==> config.mk <==
export PLATFORM = sky130hd
export DESIGN_NAME = king_scsi_dma_seq
export DESIGN_NICKNAME = d
export VERILOG_FILES = /design/src/rtl/king_scsi_dma_seq.sv
export SDC_FILE = /design/constraint.sdc
export NUM_CORES = 1
export LEC_CHECK = 0
export BUFFER_PORTS_ARGS = -buffer_cell sky130_fd_sc_hd__buf_2
export CAP_MARGIN = 20
export CORE_MARGIN = 2
export CORE_UTILIZATION = 54
export CTS_CLUSTER_SIZE = 24
export DETAILED_ROUTE_END_ITERATION = 10
export PLACE_DENSITY = 0.78
export SETUP_SLACK_MARGIN = 0.02
export SYNTH_ARGS = -nofsm -noshare
export SYNTH_HDL_FRONTEND = slang
export SYNTH_SLANG_ARGS = --single-unit
==> constraint.sdc <==
create_clock -name clk_i -period 2.9 [get_ports clk_i]
set_input_delay 0.435 -clock clk_i [delete_from_list [all_inputs] [get_ports clk_i]]
set_output_delay 0.435 -clock clk_i [all_outputs]
set_load 0.05 [all_outputs]
==> src/rtl/king_scsi_dma_seq.sv <==
// KING SCSI data-in DMA sequencer.
// Runs REQ/ACK per byte and packs bytes into 16-bit KRAM words.
module king_scsi_dma_seq #(
  parameter int CNT_W    = 18,
  parameter int ACK_HOLD = 2,
  parameter int ACK_GAP  = 2
) (
  input  logic             clk_i,
  input  logic             res_i,
  input  logic             ce_i,
  input  logic             start_i,
  input  logic             abort_i,
  input  logic [CNT_W-1:0] byte_cnt_i,
  input  logic [7:0]       scsi_di_i,
  input  logic             scsi_reqn_i,
  input  logic             scsi_ion_i,
  input  logic             scsi_cdn_i,
  input  logic             scsi_msgn_i,
  output logic             scsi_ackn_o,
  output logic [15:0]      wr_data_o,
  output logic             wr_valid_o,
  input  logic             wr_ready_i,
  output logic             busy_o,
  output logic             done_o,
  output logic             phase_err_o,
  output logic [CNT_W-1:0] remain_o
);

  typedef enum logic [2:0] {
    S_IDLE,
    S_WAIT_REQ,
    S_ACK_ON,
    S_ACK_OFF,
    S_FLUSH
  } state_e;

  localparam int TW = 8;
  localparam logic [TW-1:0] HOLD_LAST = TW'(ACK_HOLD - 1);
  localparam logic [TW-1:0] GAP_LAST  = TW'(ACK_GAP - 1);

  state_e           state_q, state_d;
  logic [TW-1:0]    tmr_q, tmr_d;
  logic [CNT_W-1:0] remain_q, remain_d;
  logic             perr_q, perr_d;
  logic             done_q, done_d;
  logic             vld_q, vld_d;
  logic [15:0]      data_q, data_d;
  logic [7:0]       lo_q, lo_d;
  logic             lo_full_q, lo_full_d;

  logic acc;
  logic phase_ok;
  logic can_store;

  assign acc       = vld_q & wr_ready_i;
  assign phase_ok  = ~scsi_ion_i & scsi_cdn_i & scsi_msgn_i;
  assign can_store = ~lo_full_q | ~vld_q | acc;

  // Next-state, packer and counter updates for one CE cycle
  always_comb begin
    state_d   = state_q;
    tmr_d     = tmr_q;
    remain_d  = remain_q;
    perr_d    = perr_q;
    done_d    = 1'b0;
    vld_d     = vld_q & ~acc;
    data_d    = data_q;
    lo_d      = lo_q;
    lo_full_d = lo_full_q;
    if (abort_i) begin
      state_d   = S_IDLE;
      vld_d     = 1'b0;
      lo_full_d = 1'b0;
    end else begin
      unique case (state_q)
        S_IDLE: begin
          if (start_i) begin
            remain_d  = byte_cnt_i;
            perr_d    = 1'b0;
            lo_full_d = 1'b0;
            if (byte_cnt_i == '0) state_d = S_FLUSH;
            else                  state_d = S_WAIT_REQ;
          end
        end
        S_WAIT_REQ: begin
          if (!scsi_reqn_i) begin
            if (!phase_ok) begin
              perr_d  = 1'b1;
              state_d = S_FLUSH;
            end else if (can_store) begin
              if (lo_full_q) begin
                data_d    = {scsi_di_i, lo_q};
                vld_d     = 1'b1;
                lo_full_d = 1'b0;
              end else begin
                lo_d      = scsi_di_i;
                lo_full_d = 1'b1;
              end
              tmr_d   = '0;
              state_d = S_ACK_ON;
            end
          end
        end
        S_ACK_ON: begin
          if (tmr_q >= HOLD_LAST && scsi_reqn_i) begin
            if (remain_q != '0) remain_d = remain_q - 1'b1;
            tmr_d   = '0;
            state_d = S_ACK_OFF;
          end else if (tmr_q < HOLD_LAST) begin
            tmr_d = tmr_q + 1'b1;
          end
        end
        S_ACK_OFF: begin
          if (tmr_q >= GAP_LAST) begin
            if (remain_q == '0) state_d = S_FLUSH;
            else                state_d = S_WAIT_REQ;
          end else begin
            tmr_d = tmr_q + 1'b1;
          end
        end
        S_FLUSH: begin
          if (lo_full_q) begin
            if (!vld_q || acc) begin
              data_d    = {8'h00, lo_q};
              vld_d     = 1'b1;
              lo_full_d = 1'b0;
            end
          end else if (!vld_q) begin
            done_d  = 1'b1;
            state_d = S_IDLE;
          end
        end
        default: state_d = S_IDLE;
      endcase
    end
  end

  // State registers; reset ignores CE, everything else waits for CE
  always_ff @(posedge clk_i) begin
    if (res_i) begin
      state_q   <= S_IDLE;
      tmr_q     <= '0;
      remain_q  <= '0;
      perr_q    <= 1'b0;
      done_q    <= 1'b0;
      vld_q     <= 1'b0;
      data_q    <= '0;
      lo_q      <= '0;
      lo_full_q <= 1'b0;
    end else if (ce_i) begin
      state_q   <= state_d;
      tmr_q     <= tmr_d;
      remain_q  <= remain_d;
      perr_q    <= perr_d;
      done_q    <= done_d;
      vld_q     <= vld_d;
      data_q    <= data_d;
      lo_q      <= lo_d;
      lo_full_q <= lo_full_d;
    end
  end

  assign scsi_ackn_o = (state_q != S_ACK_ON);
  assign busy_o      = (state_q != S_IDLE);
  assign wr_data_o   = data_q;
  assign wr_valid_o  = vld_q;
  assign done_o      = done_q;
  assign phase_err_o = perr_q;
  assign remain_o    = remain_q;

endmodule
==> impl_results.md, run 1 <==
- Final setup viols: 0
- H-tree depth: 3
- Worst-Skew Late Latency: 340 ps
- Clk network pwr share: 39.1%
- Number of synthesized flops with an enable pin: 0
- Largest family of logic cells by synthesized area: simple AND/OR/NAND/NOR gates
- Pint: 1.30 mW
- CTS tree: done
- Crit Path Class: reg -> reg
- Fmax: 395 MHz
- Worst EP arrival: 2790 ps
- Hold Buf Count CTS: 0
- Worst Hold End: lo_q[4]$_SDFFE_PP0P_
- Vias per cell: 6.16
- Detailed Routing Iterations Pass 1: 5
- Tightest Pin Transition: 706 ps
- Path depth of the worst reg2reg path: 6
- Clock Skew: 8.75 ps
- Final Wtd Congestion: 0.935
- Syn Std Cell Area: 3140 um^2
- Yosys top cell by area: dfxtp_1
- Power after layout: 1.81 mW
- Die Width: 80.2 um
- Layout cell share with drive strength beyond 1: 25.4%
- Max_cap viols: 0
- Compound-cell area share of the yosys netlist: 26.1%
- I/O pin cnt: 75
- Clock Tree Buf Depth: 2
- Area contributors post-synth: dfxtp_1 36%, a21oi_1 7.0%, o31ai_1 6.0%
- Final worst path period share: 87.2%
- Final Hold Vio Count: 0
- RSZ-0062 raised after global routing: no
- Routed Antenna Nets: 0
- Seq pwr share: 44.7%
- Main synth FF type: dfxtp_1
- Register area: 1140 um^2
- Post-synthesis sequential area ratio: 36.3%
- Adder-cell share of the synthesized area: 1.59%
- WL/cell: 15.9 um
- R2r endpoint: wr_data_o[12]$_SDFFE_PP0P_
- CTS Buf Count: 9
- Psw: 0.515 mW
- Mapped Avg Cell Area: 7.97 um^2
- Switch share: 28.4%
- WL final: 8620 um
- Total gr overflow: 0
- Worst R2R Start: state_q[0]$_SDFFE_PP0P_
- Syn Nets: 434
- Power per cell area: 483 nW/um^2
- Synth top area share: 36.3%
- Fin nets: 506
- TNS Setup: 0 ps
- WHS Path Cells: 3
- Post-Synth XOR/XNOR Area: 0%
- Root buffer cell: clkbuf_8
- Status: complete, no violations
- Synth warnings: 0
- Antenna violations before repair: 0
- CP endpoint kind: flip-flop
- R2r setup slk: 370 ps
- Final Max Slew Viols: 0
- Fin crit period: 2530 ps
- Crit path max fanout: 16
- CP startpoint kind: flip-flop
- Die ar.: 6440 um^2
- Library cells used by synthesis: 63
- Filler cells: 489
- HPWL Detailed: 6000 um
- Initial Util: 56.3%
- Core box area: 5570 um^2
- Clk slew on worst S/H paths: 60 ps
- Comb power frac: 16.2%
- Fraction of registers with async set/reset: 0%
- Slew headroom: 52.3%
- Footprint of the multi-input gates: 1800 um^2
- VDD IR max: 0.000327 V
- Vias in the first global route: 3010
- Postcts setup bufs: 0
- Mux share of post-synthesis cell area: 2.87%
- # clock sinks: 57
- Post-synth top cells: 57 x dfxtp_1, 45 x nand2_1, 44 x a21oi_1, 30 x nor2_1, 25 x o31ai_1
- Worst Path Required: 3160 ps
- Cell count after synthesis: 394
- GR Util All Layers: 27.9%
- LEAKAGE: 1.55 nW
- Worst Min Path Start: scsi_di_i[4]
- Yosys reg bits: 57
- Rows: 27
- First-pass GRT wire length: 14200 um
- PostCTS Resize Cnt: 0
- P&R area growth vs syn: 19.5%
- Vias: 3333
- First DRT Iteration DRCs: 243
- # diodes: 0
- # port buffers: 74
- Cell with the most instances after synthesis: dfxtp_1
- Simple-Gate Fraction of Synth Area: 26.7%
- Largest net degree at the start of global routing: 48
- Hold Path Class: in -> reg
- Die height: 80.2 um
- DRC violations left: 0
[flip-flops by register name (all words and copies together), names as in the netlist]
signal / flops
remain_o: 18
done_o: 1
tmr_q: 8
wr_valid_o: 1
state_q: 3
lo_full_q: 1
lo_q: 8
phase_err_o: 1
wr_data_o: 16
[cell families (layout without fill, tap and decap cells)]
group	after synthesis	count (layout)
AO/OA/AOI/OAI	128	128
multiplexers	9	9
buffers and inverters	42	117
flip-flops	57	57
AND/OR/NAND/NOR	154	154
adder cells (fa/ha/maj)	4	4
[critical path: stages, from the launching register on]
cell and delay, ps:
dfxtp_1 390, buf_4 240, nand4b_1 260, o41ai_1 570, and4_1 650, nand3_1 150, a21oi_1 180
[per-stage QoR]
step                cells  util, %  worst slack (ps)  hold slack (ps)  cell area (um^2)
CTS                   540     67.2               158              347              3740
floorplan             394        -               566              431              3140
detailed placement    526     63.9               188              443              3560
global route          541     67.3               196              356              3750
global placement      526     63.9               273              438              3560
finish                541     67.3               371              357              3750
[cells in the final DEF (no fill, tap or decap), types with 8 or more instances in the layout]
| master | count |
|---|---|
| o21ai_0 | 20 |
| nor4_1 | 10 |
| nor3_1 | 11 |
| buf_2 | 74 |
| mux2i_1 | 9 |
| a21oi_1 | 44 |
| nand3_1 | 14 |
| nor2_1 | 30 |
| buf_4 | 16 |
| a31oi_1 | 8 |
| clkbuf_8 | 10 |
| o31ai_1 | 25 |
| inv_1 | 11 |
| dfxtp_1 | 57 |
| nand2_1 | 45 |
[cell type report]
cell class,instances,share of cell area (%)
well taps,72,2.40
multi-input cells,295,47.9
clock buffers,10,3.67
repair buffers,90,13.1
clock inverters,4,1.20
inverters,13,1.30
flip-flops and latches,57,30.4
[worst max-delay path by stage]
stage | start | to | depth (start not counted)
after floorplan | remain_o[0]$_SDFFE_PP0P_ | remain_o[2]$_SDFFE_PP0P_ | 8
after global placement | tmr_q[0]$_SDFFE_PP0P_ | remain_o[1]$_SDFFE_PP0P_ | 7
after detailed placement | tmr_q[0]$_SDFFE_PP0P_ | remain_o[1]$_SDFFE_PP0P_ | 7
after CTS | tmr_q[0]$_SDFFE_PP0P_ | remain_o[1]$_SDFFE_PP0P_ | 7
after global routing | state_q[0]$_SDFFE_PP0P_ | wr_data_o[12]$_SDFFE_PP0P_ | 6
final | state_q[0]$_SDFFE_PP0P_ | wr_data_o[12]$_SDFFE_PP0P_ | 6
[power by group through the flow]
stage | Combinational, mW | Clock, mW | Sequential [mW]
finish | 0.294 | 0.708 | 0.810
CTS | 0.287 | 0.719 | 0.809
floorplan | 0.165 | 0 | 0.855
global route | 0.313 | 0.753 | 0.811
detailed placement | 0.285 | 0 | 0.827
global placement | 0.283 | 0 | 0.826
[routing by layer]
layer / global-route usage (%) / part of all wire [%] / vias to the layer above / wire, um
li1: - / - / 1608 / -
met1: 37.3 / 44 / 1570 / 3810
met2: 44.4 / 48 / 141 / 4100
met3: 7.08 / 6.9 / 14 / 596
met4: 7.97 / 1.2 / 0 / 106
met5: 0 / 0 / - / 0
Power figures use the tool's default switching activity.
==> inputs of run 2 (changes only) <==
--- a/config.mk
+++ b/config.mk
@@ -7,11 +7,14 @@
 export LEC_CHECK = 0
 export BUFFER_PORTS_ARGS = -buffer_cell sky130_fd_sc_hd__buf_2
 export CAP_MARGIN = 20
+export CELL_PAD_IN_SITES_DETAIL_PLACEMENT = 0
+export CELL_PAD_IN_SITES_GLOBAL_PLACEMENT = 1
 export CORE_MARGIN = 2
-export CORE_UTILIZATION = 54
+export CORE_UTILIZATION = 39
 export CTS_CLUSTER_SIZE = 24
 export DETAILED_ROUTE_END_ITERATION = 10
 export PLACE_DENSITY = 0.78
+export REMOVE_ABC_BUFFERS = 1
 export SETUP_SLACK_MARGIN = 0.02
 export SYNTH_ARGS = -nofsm -noshare
 export SYNTH_HDL_FRONTEND = slang
==> run 2 against run 1 <==
Clock-buffer cell count decreased by 1. Hold slack got worse by 6.3 ps. Maximum frequency increased by 1.3%. Register-to-register slack improved by 30 ps. Sequential power about the same. Critical endpoint is now wr_data_o[14]$_SDFFE_PP0P_.
==> impl_results.md, run 2 (synthesis gave the netlist of run 1 again) <==
- Worst Hold End: lo_q[3]$_SDFFE_PP0P_
- Worst Path Required: 3160 ps (about the same)
- LEAKAGE: 1.55 nW (about the same)
- # clock sinks: 57 (unchanged)
- Final Hold Vio Count: 0 (unchanged)
- HPWL Detailed: 6230 um (+3.9%)
- WL final: 8970 um (+4.0%)
- Detailed Routing Iterations Pass 1: 5 (unchanged)
- Core box area: 7770 um^2 (+39%)
- DP Worst Slack: 188 ps (+0.120 ps)
- Worst R2R Start: state_q[0]$_SDFFE_PP0P_
- Clk slew on worst S/H paths: 70 ps (about the same)
- Clock Tree Buf Depth: 2 (unchanged)
- Final Wtd Congestion: 0.854 (-8.7%)
- Fmax: 401 MHz (+1.3%)
- Hold Slack: 351 ps (-6.28 ps)
- Rows: 32 (+19%)
- Largest net degree at the start of global routing: 48 (unchanged)
- Clock Skew: 7.92 ps (-0.837 ps)
- Total gr overflow: 0 (unchanged)
- Slew headroom: 52.0% (-0.28 points)
- WHS Path Cells: 3 (unchanged)
- Vias: 3257 (-2.3%)
- RSZ-0062 raised after global routing: no
- DRC violations left: 0 (unchanged)
- CTS tree: done
- Initial Util: 40.4% (-16 points)
- Finished Cell Area: 3800 um^2 (+1.2%)
- CP endpoint kind: flip-flop
- Antenna violations before repair: 0 (unchanged)
- Max reg flops: 18 (unchanged)
- # diodes: 0 (unchanged)
- CTS Buf Count: 9 (unchanged)
- Final setup margin: 403 ps (+32.7 ps)
- Path depth of the worst reg2reg path: 5 (-1)
- Power per cell area: 484 nW/um^2 (+0.18%)
- Vias per cell: 5.69 (-7.6%)
- Most common cell after layout, fill and taps aside: buf_2
- Postcts setup bufs: 0 (unchanged)
- Final setup viols: 0 (unchanged)
- Worst Min Path Start: scsi_di_i[3]
- R2r endpoint: wr_data_o[14]$_SDFFE_PP0P_
- H-tree depth: 3 (unchanged)
- Hold Buf Count CTS: 0 (unchanged)
- Worst EP arrival: 2750 ps (-40 ps)
- Final worst path period share: 86.1% (-1.1 points)
- Die height: 93.7 um (+17%)
- Commonest non-fill, non-tap cells in the layout: 74 x buf_2, 57 x dfxtp_1, 45 x nand2_1, 44 x a21oi_1, 30 x nor2_1
- VDD IR max: 0.000430 V (+31%)
- Crit path max fanout: 16 (unchanged)
- Crit Path Class: reg -> reg
- Routed Antenna Nets: 0 (unchanged)
- # port buffers: 74 (unchanged)
- Cell Area, Placed: 3600 um^2 (+1.1%)
- I/O pin cnt: 75 (unchanged)
- CP startpoint kind: flip-flop
- Max_cap viols: 0 (unchanged)
- Final Max Slew Viols: 0 (unchanged)
- Layout cell share with drive strength beyond 1: 25.7% (+0.37 points)
- R2r setup slk: 400 ps (+30 ps)
- Fin nets: 505 (-0.20%)
- First DRT Iteration DRCs: 183 (-25%)
- PostCTS Resize Cnt: 0 (unchanged)
- Non-Filler Instances: 572 (+5.7%)
- Placed cells: 556 (+5.7%)
- GR Util All Layers: 20.8% (-7.1 points)
- Hold Path Class: in -> reg
- Fin crit period: 2500 ps (-32.7 ps)
- Die ar.: 8780 um^2 (+36%)
- Status: complete, no violations
- Worst-Skew Late Latency: 330 ps (about the same)
- WL/cell: 15.7 um (-1.6%)
- P&R area growth vs syn: 21.0%
- Final Util: 48.9% (-18 points)
- Die Width: 93.7 um (+17%)
- Vias in the first global route: 2974 (-1.2%)
- First-pass GRT wire length: 14600 um (+2.8%)
- Root buffer cell: clkbuf_8
- Tightest Pin Transition: 710 ps (+4.09 ps)
[run 2: routing by layer]
layer,up-vias,track usage [%],part of all wire (%)
met4,0,3.86,0.32
met5,-,0,0
met3,2,5.06,5.3
met1,1546,28.8,48
met2,100,33.1,46
li1,1609,-,-
[run 2: final cells by class]
| type | count | area [um^2] |
|---|---|---|
| repair buffers | 89 | 483 |
| well taps | 102 | 128 |
| multi-input cells | 295 | 1800 |
| clock buffers | 9 | 124 |
| inverters | 13 | 48.8 |
| clock inverters | 7 | 71.3 |
| flip-flops and latches | 57 | 1140 |
| fillers | 836 | 3970 |
[run 2: report_power, final]
group	switching (mW)	total [mW]	internal, mW
clock network	0.333	0.729	0.396
registers	0.0182	0.812	0.793
logic	0.198	0.297	0.0983
total	0.550	1.84	1.29
[run 2: worst max-delay path by stage]
| stage | startpoint | end | slack, ps | cells after the start |
|---|---|---|---|---|
| final | state_q[0]$_SDFFE_PP0P_ | wr_data_o[14]$_SDFFE_PP0P_ | 400 | 5 |
| after global routing | state_q[0]$_SDFFE_PP0P_ | wr_data_o[14]$_SDFFE_PP0P_ | 110 | 5 |
| after CTS | tmr_q[0]$_SDFFE_PP0P_ | remain_o[1]$_SDFFE_PP0P_ | 190 | 7 |
| after detailed placement | tmr_q[0]$_SDFFE_PP0P_ | remain_o[1]$_SDFFE_PP0P_ | 190 | 7 |
| after global placement | tmr_q[0]$_SDFFE_PP0P_ | remain_o[1]$_SDFFE_PP0P_ | 220 | 7 |
| after floorplan | remain_o[0]$_SDFFE_PP0P_ | remain_o[2]$_SDFFE_PP0P_ | -10 | 7 |
[run 2: stage by stage]
stage / power, mW / setup TNS [ps]
finish: 1.84 / 0
global route: 1.91 / 0
CTS: 1.85 / 0
detailed placement: 1.12 / 0
global placement: 1.12 / 0
floorplan: 0.989 / -9.81
[run 2: worst max-delay path: stages, from the launching register on]
cell and delay (ps):
dfxtp_1 620, nand4b_1 340, o41ai_1 530, and4_1 630, nand3_1 140, a21oi_1 170
